`src/rtl/load_store_unit.sv`:
```
// load_store_unit: memory-access stage between execute and writeback.
// Computes the effective address and issues lane-aligned load/store requests
// to a variable-latency SRAM port. Aligns and extends load data, and flags
// misaligned or illegal accesses. Results return in program order through an
// in-order completion queue, paired with a response FIFO for load data.
module load_store_unit #(
    parameter int unsigned XLEN      = 32,
    parameter int unsigned DEPTH     = 4,
    parameter int unsigned TAG_WIDTH = 8
) (
    input  logic                 clk,
    input  logic                 rst_n,
    input  logic                 in_valid,
    output logic                 in_ready,
    input  logic [1:0]           in_op,
    input  logic [2:0]           in_funct3,
    input  logic [XLEN-1:0]      in_base,
    input  logic [XLEN-1:0]      in_offset,
    input  logic [XLEN-1:0]      in_wdata,
    input  logic [TAG_WIDTH-1:0] in_tag,
    output logic                 out_valid,
    input  logic                 out_ready,
    output logic [XLEN-1:0]      out_data,
    output logic [XLEN-1:0]      out_addr,
    output logic                 out_misaligned,
    output logic [TAG_WIDTH-1:0] out_tag,
    output logic                 mem_req,
    input  logic                 mem_gnt,
    output logic                 mem_we,
    output logic [XLEN-1:0]      mem_addr,
    output logic [XLEN/8-1:0]    mem_be,
    output logic [XLEN-1:0]      mem_wdata,
    input  logic                 mem_rvalid,
    input  logic [XLEN-1:0]      mem_rdata
);

    localparam int unsigned NB   = XLEN / 8;
    localparam int unsigned OFFW = $clog2(NB);
    localparam int unsigned PW   = $clog2(DEPTH);
    localparam int unsigned CW   = PW + 1;

    typedef enum logic [1:0] {
        OP_NONE  = 2'b00,
        OP_LOAD  = 2'b01,
        OP_STORE = 2'b10,
        OP_RSVD  = 2'b11
    } op_e;

    // Request-side decode
    op_e             in_kind;
    logic [XLEN-1:0] ea;
    logic [OFFW-1:0] off;
    logic [3:0]      size_b;
    logic            is_load;
    logic            is_store;
    logic            legal;
    logic            misaligned;
    logic            space;
    logic            accept;
    logic            pop;
    logic [NB-1:0]   be_base;

    // Completion queue
    op_e             q_kind  [DEPTH];
    logic [2:0]      q_f3    [DEPTH];
    logic [OFFW-1:0] q_off   [DEPTH];
    logic [XLEN-1:0] q_ea    [DEPTH];
    logic            q_mis   [DEPTH];
    logic            q_ld    [DEPTH];
    logic [TAG_WIDTH-1:0] q_tag [DEPTH];
    logic [XLEN-1:0] q_wdata [DEPTH];
    logic [PW-1:0]   wr_ptr;
    logic [PW-1:0]   rd_ptr;
    logic [CW-1:0]   count;

    // Load response FIFO and issued-but-unanswered load counter
    logic [XLEN-1:0] r_data [DEPTH];
    logic [PW-1:0]   r_wr;
    logic [PW-1:0]   r_rd;
    logic [CW-1:0]   r_count;
    logic [CW-1:0]   outstanding;
    logic            issue_ld;
    logic            resp_take;
    logic            head_ld;

    // Head result formatting
    logic [XLEN-1:0] head_sh;
    logic [XLEN-1:0] keep;
    logic [XLEN-1:0] ext;
    int unsigned     nbits;
    logic            sign;

    // Decode incoming op: address, access size, legality and alignment
    always_comb begin
        in_kind  = op_e'(in_op);
        ea       = in_base + in_offset;
        off      = ea[OFFW-1:0];
        size_b   = 4'd1 << in_funct3[1:0];
        is_load  = (in_kind == OP_LOAD);
        is_store = (in_kind == OP_STORE);
        legal    = 1'b0;
        if (is_load) begin
            case (in_funct3)
                3'b000, 3'b001, 3'b010, 3'b100, 3'b101: legal = 1'b1;
                3'b011, 3'b110:                         legal = (XLEN == 64);
                default:                                legal = 1'b0;
            endcase
        end else if (is_store) begin
            case (in_funct3)
                3'b000, 3'b001, 3'b010: legal = 1'b1;
                3'b011:                 legal = (XLEN == 64);
                default:                legal = 1'b0;
            endcase
        end
        misaligned = (is_load || is_store) &&
                     (!legal || ((4'(off) & (size_b - 4'd1)) != 4'd0));
    end

    // Memory request, upstream handshake and lane formatting
    always_comb begin
        space    = (count < CW'(DEPTH));
        mem_req  = rst_n && in_valid && space && (is_load || is_store) && !misaligned;
        in_ready = rst_n && space && (!mem_req || mem_gnt);
        accept   = in_valid && in_ready;
        issue_ld = mem_req && mem_gnt && is_load;
        mem_we   = is_store;
        mem_addr = {ea[XLEN-1:OFFW], {OFFW{1'b0}}};
        be_base  = ~({NB{1'b1}} << size_b);
        mem_be   = be_base << off;
        case (in_funct3[1:0])
            2'd0:    mem_wdata = {NB{in_wdata[7:0]}};
            2'd1:    mem_wdata = {(NB/2){in_wdata[15:0]}};
            2'd2:    mem_wdata = {(NB/4){in_wdata[31:0]}};
            default: mem_wdata = in_wdata;
        endcase
    end

    // Capture accepted op into the completion queue slot at the write pointer
    always_ff @(posedge clk) begin
        if (accept) begin
            q_kind[wr_ptr]  <= (in_kind == OP_RSVD) ? OP_NONE : in_kind;
            q_f3[wr_ptr]    <= in_funct3;
            q_off[wr_ptr]   <= off;
            q_ea[wr_ptr]    <= ea;
            q_mis[wr_ptr]   <= misaligned;
            q_ld[wr_ptr]    <= is_load && !misaligned;
            q_tag[wr_ptr]   <= in_tag;
            q_wdata[wr_ptr] <= in_wdata;
        end
    end

    // Completion queue pointers and occupancy
    always_ff @(posedge clk or negedge rst_n) begin
        if (!rst_n) begin
            wr_ptr <= '0;
            rd_ptr <= '0;
            count  <= '0;
        end else begin
            if (accept) wr_ptr <= wr_ptr + 1'b1;
            if (pop)    rd_ptr <= rd_ptr + 1'b1;
            case ({accept, pop})
                2'b10:   count <= count + 1'b1;
                2'b01:   count <= count - 1'b1;
                default: count <= count;
            endcase
        end
    end

    // Responses only count against loads actually issued since reset
    always_comb begin
        resp_take = mem_rvalid && (outstanding != '0);
        head_ld   = q_ld[rd_ptr];
        out_valid = (count != '0) && (!head_ld || (r_count != '0));
        pop       = out_valid && out_ready;
    end

    // Store accepted load data into the response FIFO
    always_ff @(posedge clk) begin
        if (resp_take) r_data[r_wr] <= mem_rdata;
    end

    // Response FIFO pointers and outstanding-load counter
    always_ff @(posedge clk or negedge rst_n) begin
        if (!rst_n) begin
            r_wr        <= '0;
            r_rd        <= '0;
            r_count     <= '0;
            outstanding <= '0;
        end else begin
            if (resp_take)       r_wr <= r_wr + 1'b1;
            if (pop && head_ld)  r_rd <= r_rd + 1'b1;
            case ({resp_take, pop && head_ld})
                2'b10:   r_count <= r_count + 1'b1;
                2'b01:   r_count <= r_count - 1'b1;
                default: r_count <= r_count;
            endcase
            case ({issue_ld, resp_take})
                2'b10:   outstanding <= outstanding + 1'b1;
                2'b01:   outstanding <= outstanding - 1'b1;
                default: outstanding <= outstanding;
            endcase
        end
    end

    // Format the head op's result: lane-align, truncate and extend load data
    always_comb begin
        head_sh = r_data[r_rd] >> {q_off[rd_ptr], 3'b000};
        nbits   = 32'd8 << q_f3[rd_ptr][1:0];
        keep    = (nbits >= XLEN) ? '1 : ((XLEN'(1) << nbits) - XLEN'(1));
        case (q_f3[rd_ptr][1:0])
            2'd0:    sign = head_sh[7];
            2'd1:    sign = head_sh[15];
            2'd2:    sign = head_sh[31];
            default: sign = head_sh[XLEN-1];
        endcase
        ext = (head_sh & keep) | ((sign && !q_f3[rd_ptr][2]) ? ~keep : '0);

        out_data       = '0;
        out_addr       = q_ea[rd_ptr];
        out_misaligned = q_mis[rd_ptr];
        out_tag        = q_tag[rd_ptr];
        case (q_kind[rd_ptr])
            OP_NONE: begin
                out_data = q_wdata[rd_ptr];
                out_addr = '0;
            end
            OP_LOAD:  out_data = q_mis[rd_ptr] ? '0 : ext;
            default:  out_data = '0;
        endcase
    end

endmodule

```
`config.mk`:
```
export PLATFORM = sky130hd
export DESIGN_NAME = load_store_unit
export DESIGN_NICKNAME = d
export VERILOG_FILES = /design/src/rtl/load_store_unit.sv
export SDC_FILE = /design/constraint.sdc
export NUM_CORES = 1
export LEC_CHECK = 0
export CAP_MARGIN = 20
export CORE_ASPECT_RATIO = 0.75
export CORE_MARGIN = 2
export CORE_UTILIZATION = 50
export DETAILED_ROUTE_END_ITERATION = 6
export GPL_TIMING_DRIVEN = 0
export PLACE_DENSITY = 0.74
export SYNTH_ARGS = -nofsm -noshare
export SYNTH_HDL_FRONTEND = slang
export SYNTH_SLANG_ARGS = --single-unit
```
`constraint.sdc`:
```
create_clock -name clk -period 7.6 [get_ports clk]
set_clock_uncertainty 0.15 [all_clocks]
set_input_delay 1.52 -clock clk [delete_from_list [all_inputs] [get_ports clk]]
set_output_delay 1.52 -clock clk [all_outputs]
set_load 0.005 [all_outputs]
```
# Word-level counts from Yosys, hierarchy flattened
# Memory sizes are Yosys's and may differ from the RTL's.
# Cells that the tools add are included.
word_totals:
  ff_bits: 17
  ramBits: 452
  out_inout_bits: 145
  elab_cells: 115
  mem_count: 9
memory_table:
  columns: ["name", "depth", "width", "rd", "rd_ports_with_merged_regs", "wr", "line", "source"]
  rows:
  - ["q_ea", 4, 32, 1, 0, 1, "67", "logic [XLEN-1:0] q_ea [DEPTH];"]
  - ["q_wdata", 4, 32, 1, 0, 1, "71", "logic [XLEN-1:0] q_wdata [DEPTH];"]
  - ["r_data", 4, 32, 1, 0, 1, "77", "logic [XLEN-1:0] r_data [DEPTH];"]
  - ["q_tag", 4, 8, 1, 0, 1, "70", "logic [TAG_WIDTH-1:0] q_tag [DEPTH];"]
  - ["q_f3", 4, 3, 1, 0, 1, "65", "logic [2:0] q_f3 [DEPTH];"]
  - ["q_kind", 4, 2, 1, 0, 1, "64", "op_e q_kind [DEPTH];"]
  - ["+3 memories", null, null, null, null, null, null, null]
classes:
  add_sub_neg: 13
  n_lt_le_gt_ge: 2
  n_eq_ne: 16
  shift: 6
  muxes: 19
  bitwise: 5
  reduce_logical: 38
op_table:
  columns: ["cell", "count"]
  rows:
  - ["32-bit two-way mux", 4]
  - ["32-bit one-hot mux with 2 select lines", 2]
  - ["32-bit adder", 1]
  - ["32-bit AND", 1]
  - ["32-bit by 6-bit greater-or-equal comparator with 1-bit output, second input constant", 1]
  - ["32-bit inverter", 1]
  - ["32-bit bitwise OR", 1]
  - ["1-bit by 32-bit left shift with 32-bit output, first input constant", 1]
  - ["4-bit by 2-bit left shift with 32-bit output, first input constant", 1]
  - ["32-bit by 5-bit right shift with 32-bit output", 1]
  - ["32-bit by 1-bit subtractor with 32-bit output, second input constant", 1]
  - ["3-bit one-hot mux with 2 select lines", 3]
  - ["1-bit logical AND", 16]
  - ["2-bit by 1-bit == test with 1-bit output, second input constant", 7]
  - ["2-bit == test, second input constant", 5]
  - ["3-bit by 1-bit adder with 3-bit output, second input constant", 3]
  - ["3-bit nonzero test", 3]
  - ["3-bit by 1-bit subtractor with 3-bit output, second input constant", 3]
  - ["2-bit by 1-bit adder with 2-bit output, second input constant", 4]
  - ["1-bit two-way mux", 8]
  - ["3-bit == test, second input constant", 2]
  - ["2-bit logical NOT", 3]
  - ["2-bit nonzero test", 3]
  - ["1-bit logical NOT", 5]
  - ["16 further kinds", 19]

# Longest topological paths before layout
depth:
  depth_word: 16
  depth_mapped: 15
  depth_no_buf: 14

# Worst setup path after synthesis
# OpenSTA, ideal clock, no wires.
synth_path:
  path_type: "input port to output port"
  startpoint: "in in_base[0]"
  endpoint: "out mem_addr[28]"
  t_arrival_ns: 3.889
  required_time_ns: 5.930
  path_slack_ns: 2.041
  stages: 11
  path_cell_list: "ha_1 -> inv_1 -> fa_1 -> nor2b_1 -> o31a_1 -> o31a_1 -> o31a_1 -> o21ai_1 -> o31ai_1 -> o311ai_0 -> buf_4"
synth_via:
  elab_chain_len: 1
synth_lines:
  columns: ["element", "line", "source"]
  rows:
  - ["from (decl)", "17", "input logic [XLEN-1:0] in_base,"]
  - ["32-bit adder", "96", "ea = in_base + in_offset;"]
  - ["to (decl)", "30", "output logic [XLEN-1:0] mem_addr,"]
# Every way passes these cells.

# Final worst setup path
layout_path:
  startpoint: "in in_base[7]"
  endpoint: "out mem_addr[29]"
# The elaborated chain is that of the path after synthesis.

==> out/qor.txt <==
CP arrival -> 5630 ps
Status -> finished clean
Initial drt markers -> 1303
Worst slew pin tran -> 988.5 ps
Die width -> 238.5 um
Inserted Clock Buffers -> 45
Clk sink count -> 461
Avg WL per Cell -> 24.30 um
Initial antenna violation count -> 4
CTS hold repair buffers -> 0
Async S/R FF share, synth -> 0.03688
EDFF count, synth -> 444
Syn Area/Cell -> 16.63 sq um
Leading area contributor after synthesis -> edfxtp_1
Start point of the critical path -> in_base[7]
Worst-path maximum fanout -> 6
Vias in the first global route -> 12695
Worst Hold Class -> reg2reg
Pre-antenna DRT Iters -> 6
#FFs+latches synth -> 461
Synth top area share -> 0.6464
Endpoints failing setup -> 0
Fill count -> 2935
Most common flop cell mapped by yosys -> edfxtp_1
Post-synthesis cell count -> 1240
Max Clk Rate -> 137.0 MHz
Drt total wl -> 52.06 mm
Tcrit/Tclk final -> 0.9605
Maxcap violations -> 0
Starting density of the core -> 0.5060
Power per Cell Area -> 349.0 nW/um^2
Kind of critical path -> in2out
Dpl cell area -> 24320 sq um
H-tree depth -> 2
Reg2reg start -> rd_ptr[1]$_DFFE_PN0P_
Multi-input gate area -> 6221 sq um
Sequential fraction of the synthesis area -> 0.6670
Post-place setup slack -> 357.4 ps
Crit path time final -> 7300 ps
Yosys warnings -> 0
WHS Path Cells -> 1
Ranking of synthesized cells by area -> edfxtp_1 (65%), mux4_2 (12%), ha_1 (2.8%), dfrtp_1 (2.1%), nand2_1 (1.6%)
CP startpoint kind -> input pin
Commonest cells after routing, fill and taps aside -> edfxtp_1 (444), clkdlybuf4s50_1 (289), mux4_2 (111), nand2_1 (87), o21ai_0 (57)
CTS tree -> done
Clk root buf -> clkbuf_16
Largest net degree at the start of global routing -> 58
Worst-case reg-to-reg path depth -> 11
Hold path start -> outstanding[2]$_DFFE_PN0P_
Total power -> 9.004 mW
Vias/cell -> 5.870
Die area -> 42910 sq um
Die height -> 179.9 um
Via count of the routed design -> 12574
Distinct cells, synth -> 61
Nets -> 1779
I/O pin count -> 292
Port bufs -> 289
Commonest non-fill, non-tap cell in the layout -> edfxtp_1
CTS clk-pin slew, worst paths -> 60 ps
Routed Antenna Nets -> 0
WHS -> 323.0 ps
R2R Setup Slk -> 4030 ps
Peak VDD IR -> 0.0002345 V
# resized after CTS -> 0
CP endpoint kind -> primary output
Final core area utilization -> 0.6330
GRT overflow -> 0
Relative slew slack -> 0.3326
Post-CTS setup buffer count -> 0
Slew Viols, Final -> 0
First-pass GRT wire length -> 77.74 mm
Hold Violations, Final -> 0
Synth Cell Area -> 20630 sq um
Gr usage total -> 0.2428
Placeable Area -> 40760 sq um
RSZ-0062 raised after global routing -> no
Skew-Pair Late Insertion Delay -> 550 ps
Post-route DRC -> 0
Post-DP HPWL -> 36.89 mm
Storage cell area -> 13760 sq um
RePlAce Congestion -> 0.9157
P&R area growth vs syn -> 25.08%
Setup ws final -> 300.2 ps
Leak Pwr -> 8.842 nW
Design area -> 25800 sq um
Required @ worst endpoint -> 5930 ps
Clock buffer depth -> 3
FP Rows -> 64
Layout cell share with drive strength beyond 1 -> 0.1557
==> routing by layer <==
metal | global-route usage | vias to the layer above | share of wire
li1 | - | 5544 | -
met1 | 0.3456 | 6344 | 0.41
met2 | 0.3715 | 612 | 0.46
met3 | 0.06787 | 74 | 0.098
met4 | 0.06575 | 0 | 0.025
met5 | 0 | - | 0
==> critical path: stages <==
cell and delay [ps]:
clkdlybuf4s50_1 410, ha_1 410, and4_1 270, and3_1 200, a32oi_1 70, a31oi_1 580, nand3_1 330, nand2_1 220
a31oi_1 140, a221oi_1 750, buf_4 230, clkdlybuf4s50_1 500
==> sequential cells by signal, indices dropped and copies added, names as in the netlist, 4 cells and up <==
register / cells
r_data: 128
q_kind: 8
q_ea: 128
q_tag: 32
q_mis: 4
q_ld: 4
q_wdata: 128
q_f3: 12
==> Yosys cell counts (7+ instances only) <==
| cell type | n |
|---|---|
| edfxtp_1 | 444 |
| mux4_2 | 111 |
| nand2_1 | 87 |
| o21ai_0 | 57 |
| nor2b_1 | 52 |
| ha_1 | 46 |
| a21oi_1 | 41 |
| buf_4 | 40 |
| clkbuf_1 | 36 |
| inv_1 | 28 |
| nor2_1 | 28 |
| xnor2_1 | 26 |
| mux2i_1 | 25 |
| dfrtp_1 | 17 |
| xor2_1 | 15 |
| a21o_1 | 11 |
| and2_1 | 11 |
| a221o_1 | 10 |
| buf_2 | 10 |
| a211oi_1 | 9 |
| a22oi_1 | 9 |
| nand3_1 | 9 |
| nor3_1 | 9 |
| buf_1 | 8 |
| o211ai_1 | 8 |
| a211o_1 | 7 |
| a22o_1 | 7 |
==> where the power goes <==
part / switching, mW / internal (mW)
clock network: 0.925 / 1.31
registers: 0.0857 / 3.17
logic: 1.81 / 1.69
total: 2.82 / 6.18
==> metrics by stage <==
| stage | setup TNS (ps) | instances |
|---|---|---|
| floorplan | 0 | 1241 |
| global placement | -160030 | 2058 |
| detailed placement | 0 | 2063 |
| CTS | 0 | 2140 |
| global route | 0 | 2142 |
| finish | 0 | 2142 |
==> cells by family after synthesis <==
family / count (synthesis) / synth area share
XOR/XNOR: 41 / 0.01741
adder cells (fa/ha/maj): 50 / 0.03179
AND/OR/NAND/NOR: 223 / 0.05320
buffers and inverters: 126 / 0.03227
flip-flops: 461 / 0.6670
AO/OA/AOI/OAI: 201 / 0.06406
other: 1 / 0.0001818
multiplexers: 137 / 0.1341
==> cell type report <==
class,instances,area share
tap,528,0.02561
sequential,461,0.5333
antenna,2,0.0001940
clock buffer,53,0.04564
inverter,28,0.004074
clock inverter,24,0.01154
timing repair buffer,294,0.1168
multi-input combinational,654,0.2411
buffer,98,0.02173
==> final timing paths <==
kind / end
max reg2reg: r_count[2]$_DFFE_PN0P_
min in group asynchronous: wr_ptr[0]$_DFFE_PN0P_
min: outstanding[2]$_DFFE_PN0P_
max in group asynchronous: r_wr[1]$_DFFE_PN0P_
max: mem_addr[29]
min reg2reg: outstanding[2]$_DFFE_PN0P_
(Power assumes the default switching activity.)
